File: src/rtl/mdu_pkg.sv
// Shared definitions for the multiply/divide unit: widths, divider FSM states,
// op-select bundle and the fixed result patterns for divide special cases.
package mdu_pkg;

    localparam int XLEN = 64;
    localparam int WLEN = 32;

    typedef enum logic [1:0] {
        IDLE,
        CALC,
        FIX,
        DONE
    } div_state_t;

    typedef struct packed {
        logic div;
        logic divu;
        logic rem;
        logic remu;
    } op_sel_t;

    // Quotient returned for any division by zero
    localparam logic [XLEN-1:0] DIV_ZERO_QUOT  = {XLEN{1'b1}};
    // Divisor value (-1) that triggers signed overflow
    localparam logic [XLEN-1:0] NEG_ONE        = {XLEN{1'b1}};
    // Most-negative dividend at 64-bit width and at word width (already sign-extended)
    localparam logic [XLEN-1:0] OVF_DIVIDEND   = {1'b1, {(XLEN-1){1'b0}}};
    localparam logic [XLEN-1:0] OVF_DIVIDEND_W = {{(XLEN-WLEN+1){1'b1}}, {(WLEN-1){1'b0}}};

    // Counter value on the final restoring step
    localparam logic [6:0] LAST_STEP   = 7'(XLEN-1);
    localparam logic [6:0] LAST_STEP_W = 7'(WLEN-1);

    function automatic logic [XLEN-1:0] sext_word(input logic [WLEN-1:0] v);
        return {{(XLEN-WLEN){v[WLEN-1]}}, v};
    endfunction

    function automatic logic [XLEN-1:0] zext_word(input logic [WLEN-1:0] v);
        return {{(XLEN-WLEN){1'b0}}, v};
    endfunction

endpackage

File: src/rtl/div_step.sv
// One restoring-division iteration: shift remainder:dividend left by one,
// trial-subtract the divisor and keep the difference when it does not borrow.
module div_step
    import mdu_pkg::*;
(
    input  logic [XLEN-1:0] part_rem,
    input  logic [XLEN-1:0] dvd_bits,
    input  logic [XLEN-1:0] divisor,
    output logic [XLEN-1:0] next_rem,
    output logic [XLEN-1:0] next_dvd,
    output logic            quot_bit
);

    logic [XLEN:0] shifted;
    logic [XLEN:0] diff;

    // A set top bit in the shifted remainder already exceeds any divisor, so no borrow is possible
    always_comb begin
        shifted  = {part_rem, dvd_bits[XLEN-1]};
        diff     = shifted - {1'b0, divisor};
        quot_bit = shifted[XLEN] | ~diff[XLEN];
        next_rem = quot_bit ? diff[XLEN-1:0] : shifted[XLEN-1:0];
        next_dvd = {dvd_bits[XLEN-2:0], 1'b0};
    end

endmodule

File: src/rtl/div_unit.sv
// Multi-cycle radix-2 restoring divider for div/divu/rem/remu and their word
// forms. Divides magnitudes, then fixes signs and word sign-extension at the end.
module div_unit
    import mdu_pkg::*;
(
    input  logic            clock,
    input  logic            reset,
    input  logic            flush,
    input  logic            in_valid,
    output logic            in_ready,
    input  logic            div,
    input  logic            divu,
    input  logic            rem,
    input  logic            remu,
    input  logic            word,
    input  logic [XLEN-1:0] src1,
    input  logic [XLEN-1:0] src2,
    output logic            out_valid,
    input  logic            out_ready,
    output logic [XLEN-1:0] result
);

    div_state_t      state;
    logic [6:0]      cnt;
    logic [XLEN-1:0] part_rem;
    logic [XLEN-1:0] dvd_bits;
    logic [XLEN-1:0] divisor_abs;
    logic [XLEN-1:0] quotient;
    logic            neg_quot;
    logic            neg_rem;
    logic            sel_rem;
    logic            word_op;

    op_sel_t         op;
    logic            is_signed;
    logic            is_rem;
    logic [XLEN-1:0] dvd_prep;
    logic [XLEN-1:0] dvs_prep;
    logic            dvd_neg;
    logic            dvs_neg;
    logic [XLEN-1:0] dvd_abs;
    logic [XLEN-1:0] dvs_abs;
    logic            div_zero;
    logic            overflow;
    logic [XLEN-1:0] special_val;
    logic [XLEN-1:0] special_res;
    logic [XLEN-1:0] dvd_init;

    logic [XLEN-1:0] step_rem;
    logic [XLEN-1:0] step_dvd;
    logic            step_q;

    logic [XLEN-1:0] fix_quot;
    logic [XLEN-1:0] fix_rem;
    logic [XLEN-1:0] fix_sel;
    logic [XLEN-1:0] fix_val;

    // Decode the request and prepare operands; an unsigned select wins over a signed one if both are set
    always_comb begin
        op        = {div, divu, rem, remu};
        is_signed = (op.div | op.rem) & ~(op.divu | op.remu);
        is_rem    = op.rem | op.remu;
        if (word) begin
            dvd_prep = is_signed ? sext_word(src1[WLEN-1:0]) : zext_word(src1[WLEN-1:0]);
            dvs_prep = is_signed ? sext_word(src2[WLEN-1:0]) : zext_word(src2[WLEN-1:0]);
        end else begin
            dvd_prep = src1;
            dvs_prep = src2;
        end
        dvd_neg  = is_signed & dvd_prep[XLEN-1];
        dvs_neg  = is_signed & dvs_prep[XLEN-1];
        dvd_abs  = dvd_neg ? -dvd_prep : dvd_prep;
        dvs_abs  = dvs_neg ? -dvs_prep : dvs_prep;
        div_zero = (dvs_prep == '0);
        overflow = is_signed && (dvs_prep == NEG_ONE)
                   && (dvd_prep == (word ? OVF_DIVIDEND_W : OVF_DIVIDEND));
        if (div_zero) begin
            special_val = is_rem ? dvd_prep : DIV_ZERO_QUOT;
        end else begin
            special_val = is_rem ? '0 : dvd_prep;
        end
        special_res = word ? sext_word(special_val[WLEN-1:0]) : special_val;
        dvd_init    = word ? {dvd_abs[WLEN-1:0], {WLEN{1'b0}}} : dvd_abs;
    end

    div_step u_step (
        .part_rem (part_rem),
        .dvd_bits (dvd_bits),
        .divisor  (divisor_abs),
        .next_rem (step_rem),
        .next_dvd (step_dvd),
        .quot_bit (step_q)
    );

    // Apply sign correction, pick quotient or remainder, and sign-extend word results
    always_comb begin
        fix_quot = neg_quot ? -quotient : quotient;
        fix_rem  = neg_rem ? -part_rem : part_rem;
        fix_sel  = sel_rem ? fix_rem : fix_quot;
        fix_val  = word_op ? sext_word(fix_sel[WLEN-1:0]) : fix_sel;
    end

    // Divider FSM with registered handshake outputs and result
    always_ff @(posedge clock) begin
        if (reset) begin
            state       <= IDLE;
            cnt         <= '0;
            part_rem    <= '0;
            dvd_bits    <= '0;
            divisor_abs <= '0;
            quotient    <= '0;
            neg_quot    <= 1'b0;
            neg_rem     <= 1'b0;
            sel_rem     <= 1'b0;
            word_op     <= 1'b0;
            result      <= '0;
            out_valid   <= 1'b0;
            in_ready    <= 1'b1;
        end else if (flush) begin
            state     <= IDLE;
            cnt       <= '0;
            part_rem  <= '0;
            dvd_bits  <= '0;
            quotient  <= '0;
            out_valid <= 1'b0;
            in_ready  <= 1'b1;
        end else begin
            case (state)
                IDLE: begin
                    if (in_valid && in_ready) begin
                        in_ready <= 1'b0;
                        if (div_zero || overflow) begin
                            result    <= special_res;
                            out_valid <= 1'b1;
                            state     <= DONE;
                        end else begin
                            cnt         <= '0;
                            part_rem    <= '0;
                            dvd_bits    <= dvd_init;
                            divisor_abs <= dvs_abs;
                            quotient    <= '0;
                            neg_quot    <= dvd_neg ^ dvs_neg;
                            neg_rem     <= dvd_neg;
                            sel_rem     <= is_rem;
                            word_op     <= word;
                            state       <= CALC;
                        end
                    end
                end
                CALC: begin
                    part_rem <= step_rem;
                    dvd_bits <= step_dvd;
                    quotient <= {quotient[XLEN-2:0], step_q};
                    cnt      <= cnt + 7'd1;
                    if (cnt == (word_op ? LAST_STEP_W : LAST_STEP)) begin
                        state <= FIX;
                    end
                end
                FIX: begin
                    result    <= fix_val;
                    out_valid <= 1'b1;
                    state     <= DONE;
                end
                DONE: begin
                    if (out_ready) begin
                        out_valid <= 1'b0;
                        in_ready  <= 1'b1;
                        state     <= IDLE;
                    end
                end
                default: begin
                    state     <= IDLE;
                    out_valid <= 1'b0;
                    in_ready  <= 1'b1;
                end
            endcase
        end
    end

endmodule

File: config.mk
export PLATFORM = sky130hd
export DESIGN_NAME = div_unit
export DESIGN_NICKNAME = d
export VERILOG_FILES = /design/src/rtl/mdu_pkg.sv /design/src/rtl/div_step.sv /design/src/rtl/div_unit.sv
export SDC_FILE = /design/constraint.sdc
export NUM_CORES = 1
export LEC_CHECK = 0
export CORE_ASPECT_RATIO = 1.4
export CORE_MARGIN = 2
export CORE_UTILIZATION = 50
export DETAILED_ROUTE_END_ITERATION = 16
export GPL_ROUTABILITY_DRIVEN = 0
export MAX_ROUTING_LAYER = met4
export PLACE_DENSITY = 0.73
export SKIP_CTS_REPAIR_TIMING = 1
export SLEW_MARGIN = 20
export SYNTH_ARGS = -nofsm -noshare
export SYNTH_HDL_FRONTEND = slang
export SYNTH_SLANG_ARGS = --single-unit
File: constraint.sdc
create_clock -name clock -period 3.7 [get_ports clock]
set_input_delay 0.74 -clock clock [delete_from_list [all_inputs] [get_ports clock]]
set_output_delay 0.74 -clock clock [all_outputs]
set_load 0.02 [all_outputs]
=== Word-level counts from Yosys, hierarchy flattened ===
Cells that the tools add are included.

* Add/subtract/negate cells: 6
* Equality and inequality tests: 11
* Mux-type cells: 43
* Bitwise operators: 12
* Reductions and logical operators: 17

{| class="wikitable"
|+ Operators by type and width
! operator !! count
|-
| 64-bit two-way mux || 22
|-
| 64-bit case mux with 2 select lines || 4
|-
| 64-bit negation || 4
|-
| 65-bit by 64-bit subtractor with 65-bit output || 1
|-
| 64-bit equality test || 1
|-
| 64-bit equality test, second input constant || 1
|-
| 64-bit logical NOT || 1
|-
| 63-bit two-way mux || 1
|-
| 7-bit two-way mux || 2
|-
| 7-bit case mux with 2 select lines || 1
|-
| 4-bit AND reduction || 3
|-
| 2-bit != test, second input constant || 5
|-
| 3-bit AND reduction || 3
|-
| 2-bit two-way mux || 4
|-
| 2-bit case mux with 4 select lines || 1
|-
| 7-bit by 1-bit adder with 7-bit output, second input constant || 1
|-
| 7-bit by 6-bit equality test with 1-bit output || 1
|-
| 6-bit two-way mux || 1
|-
| 2-bit nonzero test || 3
|-
| 1-bit two-way mux || 5
|-
| 2-bit equality test, second input constant || 2
|-
| 1-bit NOT || 4
|-
| 1-bit OR || 4
|-
| 1-bit bitwise AND || 3
|-
| 9 further kinds || 11
|}

* Flip-flop bits (word level): 335
* Input port bits: 138
* Logic and storage cells: 102

=== Depth between registers and ports, before layout ===
Gate-level depths: netlist of run 1.

* Depth in word-level cells: 12
* Depth in mapped cells: 15
* Mapped depth without buffers: 13

=== Modules after synthesis ===
From an unflattened synthesis of run 1, not the netlist that was laid out.

* Cell total of the unflattened synthesis: 3,657
* Area, all modules: 26,300.2 µm²

{| class="wikitable"
|+ Modules (own cells, without submodules)
! module !! times used !! cells an instance !! area an instance (µm²)
|-
| div_unit || 1 || 2,831 || 20,992.6
|-
| div_step || 1 || 826 || 5,307.6
|}

=== Worst setup path before layout of run 1 ===
No wires, ideal clock.

* Path type: in2reg
* From: in src1[12]
* To: reg dvd_bits[48]
* Library setup time: 124 ps
* Arrival: 3,629 ps
* Slack: -53 ps
* Stages: 11
* Cells stage by stage: or4_4 or4_4 or4_4 buf_6 o41ai_4 a21boi_2 o21ai_2 xnor2_2 mux2i_1 a222oi_1 nor2_1

* Cells in the longest elaborated chain, start to end: 8
* Elaborated cells between the ends (all ways): 13

{| class="wikitable"
|+ Ends and longest elaborated chain
! item !! RTL line !! RTL
|-
| start: declaration || div_unit.sv:16 || <nowiki>input logic [XLEN-1:0] src1,</nowiki>
|-
| 64-bit two-way mux || div_unit.sv:64 || <nowiki>dvd_prep = is_signed ? sext_word(src1[WLEN-1:0]) : zext_word(src1[WLEN-1:0]);</nowiki>
|-
| 64-bit two-way mux * || div_unit.sv:63 || <nowiki>if (word) begin</nowiki>
|-
| 64-bit negation || div_unit.sv:72 || <nowiki>dvd_abs = dvd_neg ? -dvd_prep : dvd_prep;</nowiki>
|-
| 64-bit two-way mux || div_unit.sv:72 ||
|-
| 64-bit two-way mux || div_unit.sv:83 || <nowiki>dvd_init = word ? {dvd_abs[WLEN-1:0], {WLEN{1'b0}}} : dvd_abs;</nowiki>
|-
| 64-bit two-way mux || div_unit.sv:132 || <nowiki>if (div_zero || overflow) begin</nowiki>
|-
| 64-bit two-way mux || div_unit.sv:130 || <nowiki>if (in_valid && in_ready) begin</nowiki>
|-
| 64-bit case mux with 2 select lines || div_unit.sv:128 || <nowiki>case (state)</nowiki>
|-
| end signal: assignment || div_unit.sv:139 || <nowiki>dvd_bits <= dvd_init;</nowiki>
|-
| end signal: assignment || div_unit.sv:152 || <nowiki>dvd_bits <= step_dvd;</nowiki>
|-
| end: declaration || div_unit.sv:26 || <nowiki>logic [XLEN-1:0] dvd_bits;</nowiki>
|}

Mark *: on every way between the ends. The rest lies on a longest branch, timed or not. The select of a mux whose other input is x is not followed.
A chain may end at the register's enable or synchronous reset.

=== Worst setup path after layout of run 1 ===
* From: in src2[1]
* To: reg neg_quot

* Cells in the longest elaborated chain, start to end: 8
* Elaborated cells between the ends (all ways): 9

{| class="wikitable"
|+ Ends and longest elaborated chain
! item !! RTL line !! RTL
|-
| start: declaration || div_unit.sv:17 || <nowiki>input logic [XLEN-1:0] src2,</nowiki>
|-
| 64-bit two-way mux || div_unit.sv:65 || <nowiki>dvs_prep = is_signed ? sext_word(src2[WLEN-1:0]) : zext_word(src2[WLEN-1:0]);</nowiki>
|-
| 64-bit two-way mux * || div_unit.sv:63 ||
|-
| 64-bit equality test || div_unit.sv:75 || <nowiki>overflow = is_signed && (dvs_prep == NEG_ONE)</nowiki>
|-
| 1-bit logical AND || div_unit.sv:75 ||
|-
| 1-bit logical AND || div_unit.sv:76 || <nowiki>&& (dvd_prep == (word ? OVF_DIVIDEND_W : OVF_DIVIDEND));</nowiki>
|-
| 1-bit logical OR * || div_unit.sv:132 ||
|-
| 1-bit NOT (no source line) * || -- ||
|-
| 4-bit AND reduction (no source line) * || -- ||
|-
| end signal: assignment || div_unit.sv:142 || <nowiki>neg_quot <= dvd_neg ^ dvs_neg;</nowiki>
|-
| end: declaration || div_unit.sv:29 || <nowiki>logic neg_quot;</nowiki>
|}

Mark *: on every way between the ends. The rest lies on a longest branch, timed or not.

==> qor.yml, run 1 <==
status:
  status: "completed"
power:
  seqPwrFrac_pct: 37.2
  p_switching_w: 0.00308
  max-vdd-ir-drop_uv: 262
  p_sw_share_pct: 30.5
  leakage_nw: 12.7
  p_int_w: 0.00701
  total_power_w: 0.0101
  cellPowerDensity_mw_per_mm2: 308
  pwr-share-clk_pct: 40.2
  pwr-share-comb_pct: 22.6
logic_synthesis:
  ys_seq_area_share_pct: 26.3
  syn_inst: 3586
  synth-edff-count: 0
  synth_cell_types: 90
  synth_top_cell_by_area: "dfxtp_1"
  synth.mux.area_fraction_pct: 1.71
  yosysWarnings: 0
  synth_top_family_by_area: "compound AO/OA/AOI/OAI gates"
  synthesis.nets: 3799
  syn_avg_cell_area_um2: 7.12
  synth_seq_cells: 335
  synth_simple_gate_area_share_pct: 23.3
  synth-compound-area-share_pct: 28.6
  synthArstFlopShare_pct: 0
  yosys.area_share.adder_pct: 3.94
  ys.flop_type: "dfxtp_1"
  synth_xor_area_share_pct: 10.3
  netlist_area_mm2: 0.0255
  synth_top_area_share_pct: 26.3
  synth.area.top_cells: "dfxtp_1, a21oi_1, nand2_1, xnor2_1, nor2_1"
timing:
  fin_crit_ns: 3.65
  finalCritPeriodShare_pct: 98.7
  clock.fmax_mhz: 274
  finClkSkew_ns: 0.0212
  finalHoldViolCount: 0
  fin_hold_ws_ns: 0.450
  max-slew-margin-rel_pct: 22.9
  worst_pin_slew_ns: 1.16
  slew_viol_final: 0
  setup_viol: 0
  setup_slack_ns: 0.0465
routing:
  drc: 0
  drt_iter0_markers: 2743
  drt_wl_total_um: 101000
  viasPerCell: 6.32
  drtPass1Iterations: 9
  final_antenna_net_count: 0
  wl_per_cell_um: 21.6
  vias: 29500
placement:
  io_buffers: 203
  post_dp_cell_area_mm2: 0.0308
  place_ws_ns: -0.602
  hpwl_um: 75100
floorplanning:
  io_pins: 204
  start_util_pct: 50.3
  die_h_um: 271
  die_w_um: 195
  die_area_mm2: 0.0529
  rows: 98
  core_area_mm2: 0.0508
layout:
  nNetsFinal: 4206
  drive_gt1_share_pct: 15.4
  final_cell_mix: "nand2_1, a21oi_1, buf_4"
  fin_area_mm2: 0.0328
  multi_input_area_mm2: 0.0177
  area_growth_pct: 28.5
  seqCellArea_mm2: 0.00672
  final_common_cell: "nand2_1"
  nFillCells: 4473
clocking:
  htreeDepth: 2
  cts_tree: "done"
  clkSlewWorstSetupHoldPaths_ns: 0.06
  clock_path_buffers: 3
  cts_buffers: 37
  root_buffer: "clkbuf_16"
  clock_sinks: 335
  insertion_delay_ns: 0.59
grt:
  grt_max_degree: 134
  gr-usage-all-layers_pct: 36.9
  antenna_found_initial: 0
  grt-ovfl-total: 0
  grt_pass1_wl_um: 150000
  grt_pass1_vias: 27000
setup_path:
  worst_setup_path_start_kind: "input pin"
  end_kind: "flop"
  crit_type: "in -> reg"
  worst_ep_arrival_time_ns: 4.13
  rrSetupSlack_ns: 0.12
  crit_path_max_fanout: 5
  required_ns: 4.18
run:
  drv_cap: 0
worst_hold_path:
  holdCritPathClass: "reg -> reg"
## Yosys cell counts, types with 20 or more instances
cell      instances
a211oi_1        122
a21o_1           35
a21oi_1         408
a22oi_1          20
a31oi_1          23
buf_1            21
buf_2            47
clkbuf_1        205
dfxtp_1         335
ha_1             74
inv_1           105
mux2i_1          38
nand2_1         428
nand3_1         108
nand4_1          47
nor2_1          344
nor3_1          125
nor4_1           34
o211ai_1         40
o21a_1           20
o21ai_0         235
o21ai_1          20
o221ai_1         22
o31ai_1          63
o41ai_1          31
or2_2            22
or3_1            37
or4_1            33
xnor2_1         163
xor2_1          134
## state kept, by name, indices dropped and copies added, names as in the netlist
register	count
divisor_abs	64
dvd_bits	64
part_rem	64
quotient	64
result	64
cnt	7
state	2
in_ready	1
neg_quot	1
neg_rem	1
out_valid	1
sel_rem	1
word_op	1
## worst max-delay path, cell delays in order
cell and delay [ns]:
clkdlybuf4s50_1 0.60, inv_1 0.07, ha_1 0.21, nor2b_1 0.14, nand3_1 0.11, nor4_1 0.07
buf_4 0.16, and4b_1 0.23, buf_12 0.16, nor3_2 0.22, buf_4 0.18, nand2_1 0.07
buf_4 0.16, nor2_2 0.37, o2111ai_1 0.33, a21oi_1 0.31
## power groups by stage
stage | sequential, W | combinational [W] | clock [W]
finish | 0.00376 | 0.00228 | 0.00406
global route | 0.00376 | 0.00243 | 0.00422
CTS | 0.00375 | 0.00216 | 0.00407
detailed placement | 0.00383 | 0.00214 | 0
global placement | 0.00383 | 0.00213 | 0
floorplan | 0.00381 | 0.00121 | 0
## logic make-up (layout without fill, tap and decap cells)
| group | count (synthesis) | after routing |
|---|---|---|
| mux | 43 | 43 |
| fa+ha+maj | 81 | 81 |
| xor+xnor | 298 | 298 |
| compound gates | 1165 | 1166 |
| buf+inv | 383 | 817 |
| simple gates | 1281 | 1281 |
| other cells | 0 | 1 |
| flops | 335 | 335 |
## metrics by stage
stage / util [%] / instances / setup TNS [ns]
floorplan: - / 3586 / -0.322
global placement: 60.7 / 4577 / -149.31
detailed placement: 60.7 / 4577 / -160.36
CTS: 63.2 / 4644 / -2.53
global route: 64.6 / 4671 / -0.290
finish: 64.6 / 4672 / 0
## cell type report
cell class | count | area share (%)
Sequential cell | 335 | 20.5
Clock buffer | 52 | 3.40
Inverter | 107 | 1.22
Antenna cell | 1 | 0.00763
Clock inverter | 15 | 0.568
Multi-Input combinational cell | 2869 | 53.8
Timing Repair Buffer | 643 | 18.0
Tap cell | 650 | 2.48
## per-layer routing
metal,up-vias,track usage (%),part of all wire [%]
li1,13800,-,-
met1,13800,40.1,36
met2,1440,61.3,47
met3,503,6.14,7.5
met4,0,26.3,9.0
met5,-,-,0
## path summary, 6_finish.rpt
path                                      start              end  depth (start not counted)
worst max-delay path                    src2[1]         neg_quot                         16
worst min register to register  divisor_abs[50]  divisor_abs[50]                          2
worst max register to register     quotient[20]       result[60]                         11
worst min-delay path            divisor_abs[50]  divisor_abs[50]                          2
Power figures use the tool's default switching activity.
==> run 2, diff against run 1 <==
Settings changed: HOLD_SLACK_MARGIN from default to 0.06.
==> results of run 2 <==
Same layout as run 1: the final DEF is identical, and so are final timing and power.
